===== src/rtl/serial_bus_arbiter_pkg.sv =====
// Shared types and defaults for the serialized write/read bus arbiter.
package serial_bus_arbiter_pkg;

   localparam int SERBUS_ADDR_W = 8;
   localparam int SERBUS_DATA_W = 16;
   localparam int SERBUS_BUS_W  = 8;

   typedef enum logic [1:0] {
      SERBUS_IDLE   = 2'd0,
      SERBUS_SEND   = 2'd1,
      SERBUS_COMMIT = 2'd2
   } serbus_state_e;

   function automatic int serbus_beats(input int payload_w, input int bus_w);
      return (payload_w + bus_w - 1) / bus_w;
   endfunction

   function automatic int serbus_idx_w(input int n);
      return (n > 1) ? $clog2(n) : 1;
   endfunction

endpackage


===== src/rtl/serial_bus_arbiter_rr_arbiter.sv =====
// Combinational winner select: round-robin from i_rr_ptr, or lowest index
// first when SERBUS_FIXED_PRIO_EN is defined (the pointer input then disappears).
module serial_bus_arbiter_rr_arbiter
   import serial_bus_arbiter_pkg::*;
#(
   parameter int NUM_REQ = 2,
   parameter int IDX_W   = serbus_idx_w(NUM_REQ)
) (
   input  logic [NUM_REQ-1:0] i_req,
`ifndef SERBUS_FIXED_PRIO_EN
   input  logic [IDX_W-1:0]   i_rr_ptr,
`endif
   output logic [NUM_REQ-1:0] o_gnt_oh,
   output logic [IDX_W-1:0]   o_gnt_idx,
   output logic               o_any
);

`ifndef SERBUS_FIXED_PRIO_EN
   logic [IDX_W-1:0] w_j;
`endif

   always_comb begin
      o_any     = 1'b0;
      o_gnt_idx = '0;
`ifdef SERBUS_FIXED_PRIO_EN
      for (int k = NUM_REQ - 1; k >= 0; k--) begin
         if (i_req[IDX_W'(k)]) begin
            o_any     = 1'b1;
            o_gnt_idx = IDX_W'(k);
         end
      end
`else
      w_j = '0;
      // Walk upward from the pointer with wrap; the first requester seen wins.
      for (int k = 0; k < NUM_REQ; k++) begin
         w_j = IDX_W'((int'(i_rr_ptr) + k) % NUM_REQ);
         if (!o_any && i_req[w_j]) begin
            o_any     = 1'b1;
            o_gnt_idx = w_j;
         end
      end
`endif
      o_gnt_oh = o_any ? (NUM_REQ'(1) << o_gnt_idx) : '0;
   end

endmodule


===== src/rtl/serial_bus_arbiter.sv =====
// Grants one requester at a time and serializes its {addr, data} payload onto
// a narrow bus, followed by a one-cycle commit. SERBUS_FIXED_PRIO_EN selects fixed priority.
module serial_bus_arbiter
   import serial_bus_arbiter_pkg::*;
#(
   parameter int NUM_REQ = 2,
   parameter int ADDR_W  = SERBUS_ADDR_W,
   parameter int DATA_W  = SERBUS_DATA_W,
   parameter int BUS_W   = SERBUS_BUS_W
) (
   input  logic                      clk,
   input  logic                      reset,
   input  logic [NUM_REQ-1:0]        req,
   input  logic [NUM_REQ-1:0]        req_write,
   input  logic [NUM_REQ*ADDR_W-1:0] req_addr,
   input  logic [NUM_REQ*DATA_W-1:0] req_data,
   output logic [NUM_REQ-1:0]        gnt,
   output logic [NUM_REQ-1:0]        done,
   output logic                      bus_send,
   output logic                      bus_write,
   output logic [BUS_W-1:0]          bus_data,
   output logic                      busy
);

   localparam int PAYLOAD_W = ADDR_W + DATA_W;
   localparam int BEATS     = serbus_beats(PAYLOAD_W, BUS_W);
   localparam int PAD_W     = BEATS * BUS_W;
   localparam int IDX_W     = serbus_idx_w(NUM_REQ);
   localparam int CNT_W     = serbus_idx_w(BEATS);

   serbus_state_e        r_state, w_state_nxt;
   logic [PAD_W-1:0]     r_payload, w_payload_nxt, w_payload_sel;
   logic [CNT_W-1:0]     r_beat_cnt, w_cnt_nxt, w_cnt_inc;
   logic [IDX_W-1:0]     r_win_idx, w_idx_nxt;
   logic [NUM_REQ-1:0]   r_gnt, w_gnt_nxt, r_done, w_done_nxt;
   logic                 r_bus_send, w_send_nxt, r_bus_write, w_write_nxt;
   logic [BUS_W-1:0]     r_bus_data, w_data_nxt;
   logic                 r_busy, w_busy_nxt;
   logic [NUM_REQ-1:0]   w_arb_gnt;
   logic [IDX_W-1:0]     w_arb_idx;
   logic                 w_arb_any;
   logic [ADDR_W-1:0]    w_addr [NUM_REQ];
   logic [DATA_W-1:0]    w_data [NUM_REQ];
   logic [BUS_W-1:0]     w_beat [BEATS];
`ifndef SERBUS_FIXED_PRIO_EN
   logic [IDX_W-1:0]     r_rr_ptr, w_rr_nxt;
`endif

   for (genvar i = 0; i < NUM_REQ; i++) begin : g_unpack
      assign w_addr[i] = req_addr[i*ADDR_W +: ADDR_W];
      assign w_data[i] = req_data[i*DATA_W +: DATA_W];
   end

   // Beat k is payload bits [k*BUS_W +: BUS_W]; bits above PAYLOAD_W are zero.
   for (genvar k = 0; k < BEATS; k++) begin : g_beat
      assign w_beat[k] = r_payload[k*BUS_W +: BUS_W];
   end

   serial_bus_arbiter_rr_arbiter #(
      .NUM_REQ (NUM_REQ),
      .IDX_W   (IDX_W)
   ) u_arb (
      .i_req     (req),
`ifndef SERBUS_FIXED_PRIO_EN
      .i_rr_ptr  (r_rr_ptr),
`endif
      .o_gnt_oh  (w_arb_gnt),
      .o_gnt_idx (w_arb_idx),
      .o_any     (w_arb_any)
   );

   assign w_payload_sel = PAD_W'({w_addr[w_arb_idx], w_data[w_arb_idx]});
   assign w_cnt_inc     = r_beat_cnt + 1'b1;

   always_comb begin
      w_state_nxt   = r_state;
      w_payload_nxt = r_payload;
      w_cnt_nxt     = r_beat_cnt;
      w_idx_nxt     = r_win_idx;
      w_gnt_nxt     = r_gnt;
      w_done_nxt    = '0;
      w_send_nxt    = 1'b0;
      w_write_nxt   = r_bus_write;
      w_data_nxt    = '0;
      w_busy_nxt    = r_busy;
`ifndef SERBUS_FIXED_PRIO_EN
      w_rr_nxt      = r_rr_ptr;
`endif
      case (r_state)
         SERBUS_IDLE: begin
            if (w_arb_any) begin
               w_state_nxt   = SERBUS_SEND;
               w_payload_nxt = w_payload_sel;
               w_cnt_nxt     = '0;
               w_idx_nxt     = w_arb_idx;
               w_gnt_nxt     = w_arb_gnt;
               w_send_nxt    = 1'b1;
               w_write_nxt   = req_write[w_arb_idx];
               w_data_nxt    = w_payload_sel[BUS_W-1:0];
               w_busy_nxt    = 1'b1;
            end else begin
               w_gnt_nxt   = '0;
               w_write_nxt = 1'b0;
               w_busy_nxt  = 1'b0;
            end
         end
         SERBUS_SEND: begin
            if (r_beat_cnt == CNT_W'(BEATS - 1)) begin
               w_state_nxt = SERBUS_COMMIT;
               w_done_nxt  = NUM_REQ'(1) << r_win_idx;
            end else begin
               w_cnt_nxt  = w_cnt_inc;
               w_send_nxt = 1'b1;
               w_data_nxt = w_beat[w_cnt_inc];
            end
         end
         SERBUS_COMMIT: begin
            // bus_write stays up through this cycle so the far end commits now.
            w_state_nxt = SERBUS_IDLE;
            w_gnt_nxt   = '0;
            w_write_nxt = 1'b0;
            w_busy_nxt  = 1'b0;
`ifndef SERBUS_FIXED_PRIO_EN
            w_rr_nxt    = (r_win_idx == IDX_W'(NUM_REQ - 1)) ? '0 : r_win_idx + 1'b1;
`endif
         end
         default: w_state_nxt = SERBUS_IDLE;
      endcase
   end

   always_ff @(posedge clk) begin
      if (reset) begin
         r_state     <= SERBUS_IDLE;
         r_beat_cnt  <= '0;
         r_win_idx   <= '0;
         r_gnt       <= '0;
         r_done      <= '0;
         r_bus_send  <= 1'b0;
         r_bus_write <= 1'b0;
         r_bus_data  <= '0;
         r_busy      <= 1'b0;
`ifndef SERBUS_FIXED_PRIO_EN
         r_rr_ptr    <= '0;
`endif
      end else begin
         r_state     <= w_state_nxt;
         r_beat_cnt  <= w_cnt_nxt;
         r_win_idx   <= w_idx_nxt;
         r_gnt       <= w_gnt_nxt;
         r_done      <= w_done_nxt;
         r_bus_send  <= w_send_nxt;
         r_bus_write <= w_write_nxt;
         r_bus_data  <= w_data_nxt;
         r_busy      <= w_busy_nxt;
`ifndef SERBUS_FIXED_PRIO_EN
         r_rr_ptr    <= w_rr_nxt;
`endif
      end
   end

   always_ff @(posedge clk) begin
      r_payload <= w_payload_nxt;
   end

   assign gnt       = r_gnt;
   assign done      = r_done;
   assign bus_send  = r_bus_send;
   assign bus_write = r_bus_write;
   assign bus_data  = r_bus_data;
   assign busy      = r_busy;

endmodule


===== config.mk =====
export PLATFORM = sky130hd
export DESIGN_NAME = serial_bus_arbiter
export DESIGN_NICKNAME = d
export VERILOG_FILES = /design/src/rtl/serial_bus_arbiter_pkg.sv /design/src/rtl/serial_bus_arbiter_rr_arbiter.sv /design/src/rtl/serial_bus_arbiter.sv
export SDC_FILE = /design/constraint.sdc
export NUM_CORES = 1
export LEC_CHECK = 0
export BUFFER_PORTS_ARGS = -buffer_cell sky130_fd_sc_hd__buf_2
export CAP_MARGIN = 40
export CORE_MARGIN = 4
export CORE_UTILIZATION = 50
export DETAILED_ROUTE_END_ITERATION = 12
export GPL_ROUTABILITY_DRIVEN = 0
export PLACE_DENSITY = 0.84
export SETUP_SLACK_MARGIN = 0.4
export SKIP_LAST_GASP = 1
export SLEW_MARGIN = 20
export SYNTH_ARGS = -nofsm -noshare
export SYNTH_HDL_FRONTEND = slang
export SYNTH_HIERARCHICAL = 1
export SYNTH_SLANG_ARGS = --single-unit

===== constraint.sdc =====
create_clock -name clk -period 4.9 [get_ports clk]
set_clock_uncertainty 0.1 [all_clocks]
set_input_delay 0.245 -clock clk [delete_from_list [all_inputs] [get_ports clk]]
set_output_delay 0.245 -clock clk [all_outputs]
set_load 0.01 [all_outputs]

==> results of run 1 <==
-- where the power goes --
group	leakage, nW	internal [mW]	switching [mW]	total (mW)
Clock	0.0566	0.146	0.119	0.265
Sequential	0.408	0.437	0.0152	0.452
Combinational	0.619	0.0676	0.0668	0.134
-- per-stage QoR --
step / area [µm²] / worst slack (ns)
global placement: 2370 / 2.63
floorplan: 2020 / 2.95
finish: 2480 / 2.50
detailed placement: 2370 / 2.51
global route: 2480 / 2.25
CTS: 2480 / 2.48
-- flip-flops by register name (all words and copies together) (netlist names), 2 cells and up --
name,flops
bus_data,8
done,2
gnt,2
r_payload,24
r_state,2
r_beat_cnt,2
-- worst max-delay path by stage --
stage | startpoint | endpoint | slack [ns] | cells after the start
finish | r_beat_cnt[0] | bus_data[6] | 2.50 | 5
CTS | r_beat_cnt[0] | bus_data[2] | 2.48 | 5
global route | r_beat_cnt[0] | bus_data[2] | 2.25 | 5
floorplan | r_beat_cnt[0] | bus_data[7] | 2.95 | 8
detailed placement | r_beat_cnt[0] | bus_data[6] | 2.51 | 5
global placement | r_beat_cnt[0] | bus_data[2] | 2.63 | 5
-- cells in the mapped netlist (all sizes together), types with 2 or more instances --
master  instances  area, µm²
ha              2       25.0
edfxtp         24        721
a22oi           2       15.0
or2             2       12.5
nor2            4       15.0
inv             3       11.3
or3b            3       28.8
nand2          13       48.8
a211o           8       70.1
mux2i           8       80.1
mux2           25        282
clkbuf          3       11.3
dfxtp          21        420
a21boi         11       97.6
buf             8       48.8
nand3           2       10.0
a21oi          15       75.1
-- final cells by class --
cell class | count | area, µm² | share of cell area [%]
clock buffer | 8 | 111 | 4.49
sequential | 45 | 1140 | 46.0
inverter | 3 | 11.3 | 0.454
multi-input combinational | 101 | 807 | 32.6
timing repair buffer | 69 | 348 | 14.0
tap | 48 | 60.1 | 2.42
-- layer usage --
layer	wire (µm)	GRT usage, %	vias up
met3	312	5.89	5
met1	1630	18.8	662
li1	-	-	711
met2	1900	28.2	54
met4	52	5.01	0
met5	0	0	-
-- cell usage in the layout, fill, tap and decap left out, types with 4 or more instances in the layout --
cell type | netlist | final
a21boi_1 | 4 | 4
nand2_1 | 13 | 13
buf_2 | 6 | 68
mux2i_1 | 8 | 8
clkbuf_8 | 0 | 6
a21boi_2 | 4 | 5
a21oi_1 | 15 | 15
edfxtp_1 | 24 | 24
nor2_1 | 4 | 4
dfxtp_1 | 21 | 21
a211o_1 | 8 | 8
mux2_2 | 25 | 25
-- worst max-delay path, stage by stage (launching register included) --
cell and delay (ns):
dfxtp_1 0.69, inv_1 0.16, ha_1 0.76, mux2i_1 0.16
a211o_1 0.33, a21boi_2 0.12
-- cells by family after synthesis --
group / Yosys count / synth area share [%]
buffers and inverters: 14 / 3.54
AND/OR/NAND/NOR: 29 / 7.51
AO/OA/AOI/OAI: 37 / 13.2
flip-flops: 45 / 56.6
multiplexers: 33 / 17.9
adder cells (fa/ha/maj): 2 / 1.24
==> flow_metrics.py, run 1 <==
metrics = {
    "hold_path": {
        "whs_endpoint": "r_payload[12]",
        "hold_path_depth": 2,
        "hold_class": "in -> reg",
        "hold_start": "req_data[28]",
    },
    "pwr": {
        "power_uw": 851,
        "p_per_area_nw_per_um2": 343,
        "p_leak_nw": 1.08,
        "max-vdd-ir-drop_uv": 190,
    },
    "setup_path": {
        "r2r_start": "r_beat_cnt[0]",
        "end_kind": "flop",
        "worstPathRequired_ns": 5.04,
        "crit_path_start_kind": "flop",
        "r2r_setup_slack_ns": 2.50,
        "crit_type": "reg -> reg",
        "cp_max_fo": 18,
        "cp.arrival_ns": 2.54,
        "r2r_end": "bus_data[6]",
        "rr_worst_depth": 5,
    },
    "logic_synthesis": {
        "async_flop_share_pct": 0,
        "synth-seq-cells": 45,
        "synth_warnings": 6,
        "ys.flop_type": "edfxtp_1",
        "synthesis.area_um2": 2020,
        "synth_edf_count": 24,
        "synth_seq_area_share_pct": 56.6,
        "netlist_instances": 160,
        "synth_nets": 216,
        "synth_cell_type_count": 30,
        "syn_avg_cell_area_um2": 12.6,
    },
    "clocking": {
        "cts_setup_buffers": 0,
        "cts_tree": "done",
        "clock_path_buffers": 2,
        "ctsResizeCount": 0,
        "clock_latency_ns": 0.30,
        "htree_num_levels": 2,
        "clk_pin_slew_ns": 0.08,
        "numCtsBuffers": 5,
        "hold_buffers": 0,
        "cts.sinks": 45,
        "root_buffer": "clkbuf_8",
    },
    "route": {
        "drtIter0Drc": 51,
        "postRouteAntennaNets": 0,
        "vias": 1432,
        "drcViolationCount": 0,
        "totalWireLength_um": 3890,
        "drt-pass1-iter-count": 4,
        "avgRoutedWirePerCell_um": 14.2,
        "routed_via_density": 5.23,
    },
    "timing": {
        "slew_violations": 0,
        "worst_pin_slew_ns": 0.671,
        "min_period_over_period_pct": 48.9,
        "slew_headroom_pct": 55.2,
        "hold_viol": 0,
        "rsz0062_at_grt": "no",
        "max_freq_mhz": 417,
        "min_period_ns": 2.40,
        "tns_ns": 0,
        "setup_viol": 0,
        "hold_ws_ns": 0.143,
    },
    "layout": {
        "final_cells": 274,
        "final_util_pct": 65.7,
        "drive_gt1_share_pct": 47.8,
        "syn2layout_area_growth_pct": 23.0,
        "finalNetCount": 281,
        "diodes": 0,
        "fillers": 293,
    },
    "floorplanning": {
        "initial_core_util_pct": 53.5,
        "die_x_um": 71.5,
        "num_io_pins": 69,
        "core_area_um2": 3770,
        "chipHeight_um": 71.5,
        "num_rows": 22,
        "die-area_um2": 5110,
    },
    "global_route": {
        "grt-ovfl-total": 0,
        "grt_start_max_net_pins": 37,
        "antenna_found_initial": 0,
        "grt_pass1_vias": 1481,
        "track_usage_pct": 16.3,
        "grt_pass1_wl_um": 6480,
    },
    "job": {
        "maxCapViolCount": 0,
    },
    "place": {
        "hpwlAfterDp_um": 2800,
        "numPortBuffers": 68,
        "place_inst": 266,
    },
    "outcome": {
        "status": "completed",
    },
}
Note: power is estimated with default switching activity, not from simulation.
==> run 2: changes to the inputs <==
Settings changed: CORE_UTILIZATION 50 to 45, PLACE_DENSITY 0.84 to 0.8.
Clock period 4.9 ns to 2 ns, I/O delays scaled along.
==> flow_metrics.py, run 2 (same netlist as run 1, synthesis figures left out) <==
metrics = {
    "route": {
        "drcViolationCount": 0,
        "totalWireLength_um": 4250,
        "avgRoutedWirePerCell_um": 14.2,
        "vias": 1494,
        "drt-pass1-iter-count": 4,
        "routed_via_density": 5.00,
        "postRouteAntennaNets": 0,
        "drtIter0Drc": 88,
    },
    "clocking": {
        "cts_tree": "done",
        "clock_path_buffers": 2,
        "root_buffer": "clkbuf_8",
        "htree_num_levels": 2,
        "numCtsBuffers": 5,
        "clk_pin_slew_ns": 0.08,
        "clock_latency_ns": 0.29,
        "cts.sinks": 45,
    },
    "timing": {
        "setup_viol": 0,
        "hold_viol": 0,
        "min_period_ns": 1.58,
        "slew_violations": 0,
        "min_period_over_period_pct": 79.2,
        "worst_pin_slew_ns": 0.496,
        "rsz0062_at_grt": "yes",
        "max_freq_mhz": 631,
        "slew_headroom_pct": 66.8,
        "tns_ns": 0,
    },
    "layout": {
        "largest_reg_flops": 24,
        "finalNetCount": 302,
        "fillers": 328,
        "final_util_pct": 62.9,
        "final-seq-area_um2": 1140,
        "drive_gt1_share_pct": 49.8,
        "layout_common_cells": "buf_2, mux2_2, edfxtp_1",
        "syn2layout_area_growth_pct": 35.8,
        "largest_register": "r_payload",
        "multiInputGateArea_um2": 841,
        "layout_commonest_cell": "buf_2",
        "diodes": 0,
    },
    "pwr": {
        "p_leak_nw": 1.20,
        "max-vdd-ir-drop_uv": 468,
        "power_mw": 2.19,
        "swShare_pct": 23.6,
        "p_per_area_nw_per_um2": 799,
        "power_frac_seq_pct": 50.2,
        "power.switching_uw": 517,
        "combPwrFrac_pct": 19.5,
        "p_int_mw": 1.67,
        "clkPwrFrac_pct": 30.2,
    },
    "setup_path": {
        "worstPathRequired_ns": 1.95,
        "crit_type": "reg -> reg",
        "cp.arrival_ns": 1.53,
        "cp_max_fo": 7,
        "end_kind": "flop",
        "rr_worst_depth": 4,
        "crit_path_start_kind": "flop",
    },
    "floorplanning": {
        "num_rows": 24,
        "initial_core_util_pct": 46.3,
        "core_area_um2": 4350,
        "num_io_pins": 69,
        "die-area_um2": 5610,
        "die_x_um": 74.9,
        "chipHeight_um": 74.9,
    },
    "hold_path": {
        "hold_path_depth": 2,
        "hold_class": "in -> reg",
    },
    "place": {
        "numPortBuffers": 68,
        "hpwlAfterDp_um": 2760,
    },
    "global_route": {
        "grt-ovfl-total": 0,
        "antenna_found_initial": 0,
        "grt_pass1_wl_um": 6320,
        "track_usage_pct": 15.0,
        "grt_start_max_net_pins": 21,
        "grt_pass1_vias": 1396,
    },
    "outcome": {
        "status": "completed",
    },
    "job": {
        "maxCapViolCount": 0,
    },
}
## run 2: cell count changes in the layout (fill, tap and decap cells not counted), moves of 2 or more
cell and delta:
buf_4 +2, or3b_4 +2, dlygate4sd3_1 +11, buf_6 +3, dfxtp_2 +3, dfxtp_1 -3, buf_12 +2
## run 2: power by group through the flow
stage | combinational, mW | clock, mW | sequential (mW)
finish | 0.427 | 0.661 | 1.10
global route | 0.471 | 0.710 | 1.11
CTS | 0.383 | 0.676 | 1.10
detailed placement | 0.359 | 0 | 1.12
global placement | 0.351 | 0 | 1.12
floorplan | 0.246 | 0 | 1.12
## run 2: what timing repair did
item                                    in CTS  in global routing
setup buffers                                0                  4
pin swaps                                    0                  0
endpoints found under the setup margin      31                 42
cloned                                       0                  2
hold buffers                                10                  1
endpoints found under the hold margin        5                  1
resized for setup                            2                 10
## run 2: final cells by class
| class | count | area share [%] |
|---|---|---|
| Sequential cell | 45 | 41.8 |
| Multi-Input combinational cell | 102 | 30.7 |
| Inverter | 3 | 0.503 |
| Clock buffer | 6 | 2.65 |
| Tap cell | 52 | 2.38 |
| Clock inverter | 2 | 1.23 |
| Timing Repair Buffer | 89 | 20.7 |
## run 2: per-stage QoR
step / hold slack, ns / instance area (µm²) / cells / setup slack, ns
global route: 0.000791 / 2740 / 299 / 0.378
CTS: 0.00165 / 2630 / 292 / 0.398
floorplan: 0.0940 / 2070 / 160 / 0.365
global placement: 0.310 / 2420 / 274 / 0.407
finish: 0.0103 / 2740 / 299 / 0.416
detailed placement: 0.305 / 2420 / 274 / 0.369
## run 2: final timing paths
check	start	endpoint	slack (ns)
setup / recovery	r_rr_ptr	r_payload[12]	0.42
hold / removal	req_data[29]	r_payload[13]	0.01
setup reg to reg	r_rr_ptr	r_payload[12]	0.42
hold reg to reg	r_win_idx	done[0]	0.38
## run 2: critical path, stage by stage (launching register included)
cell      delay [ns]
dfxtp_2         0.34
inv_1           0.07
a21boi_4        0.22
buf_2           0.26
mux2_2          0.36
## run 2: metal layers
| metal | part of all wire, % | routed length (µm) | global-route usage (%) |
|---|---|---|---|
| met1 | 42 | 1770 | 19.7 |
| met2 | 51 | 2150 | 24.2 |
| met3 | 7.2 | 304 | 4.01 |
| met4 | 0.52 | 22 | 4.74 |
| met5 | 0 | 0 | 0 |
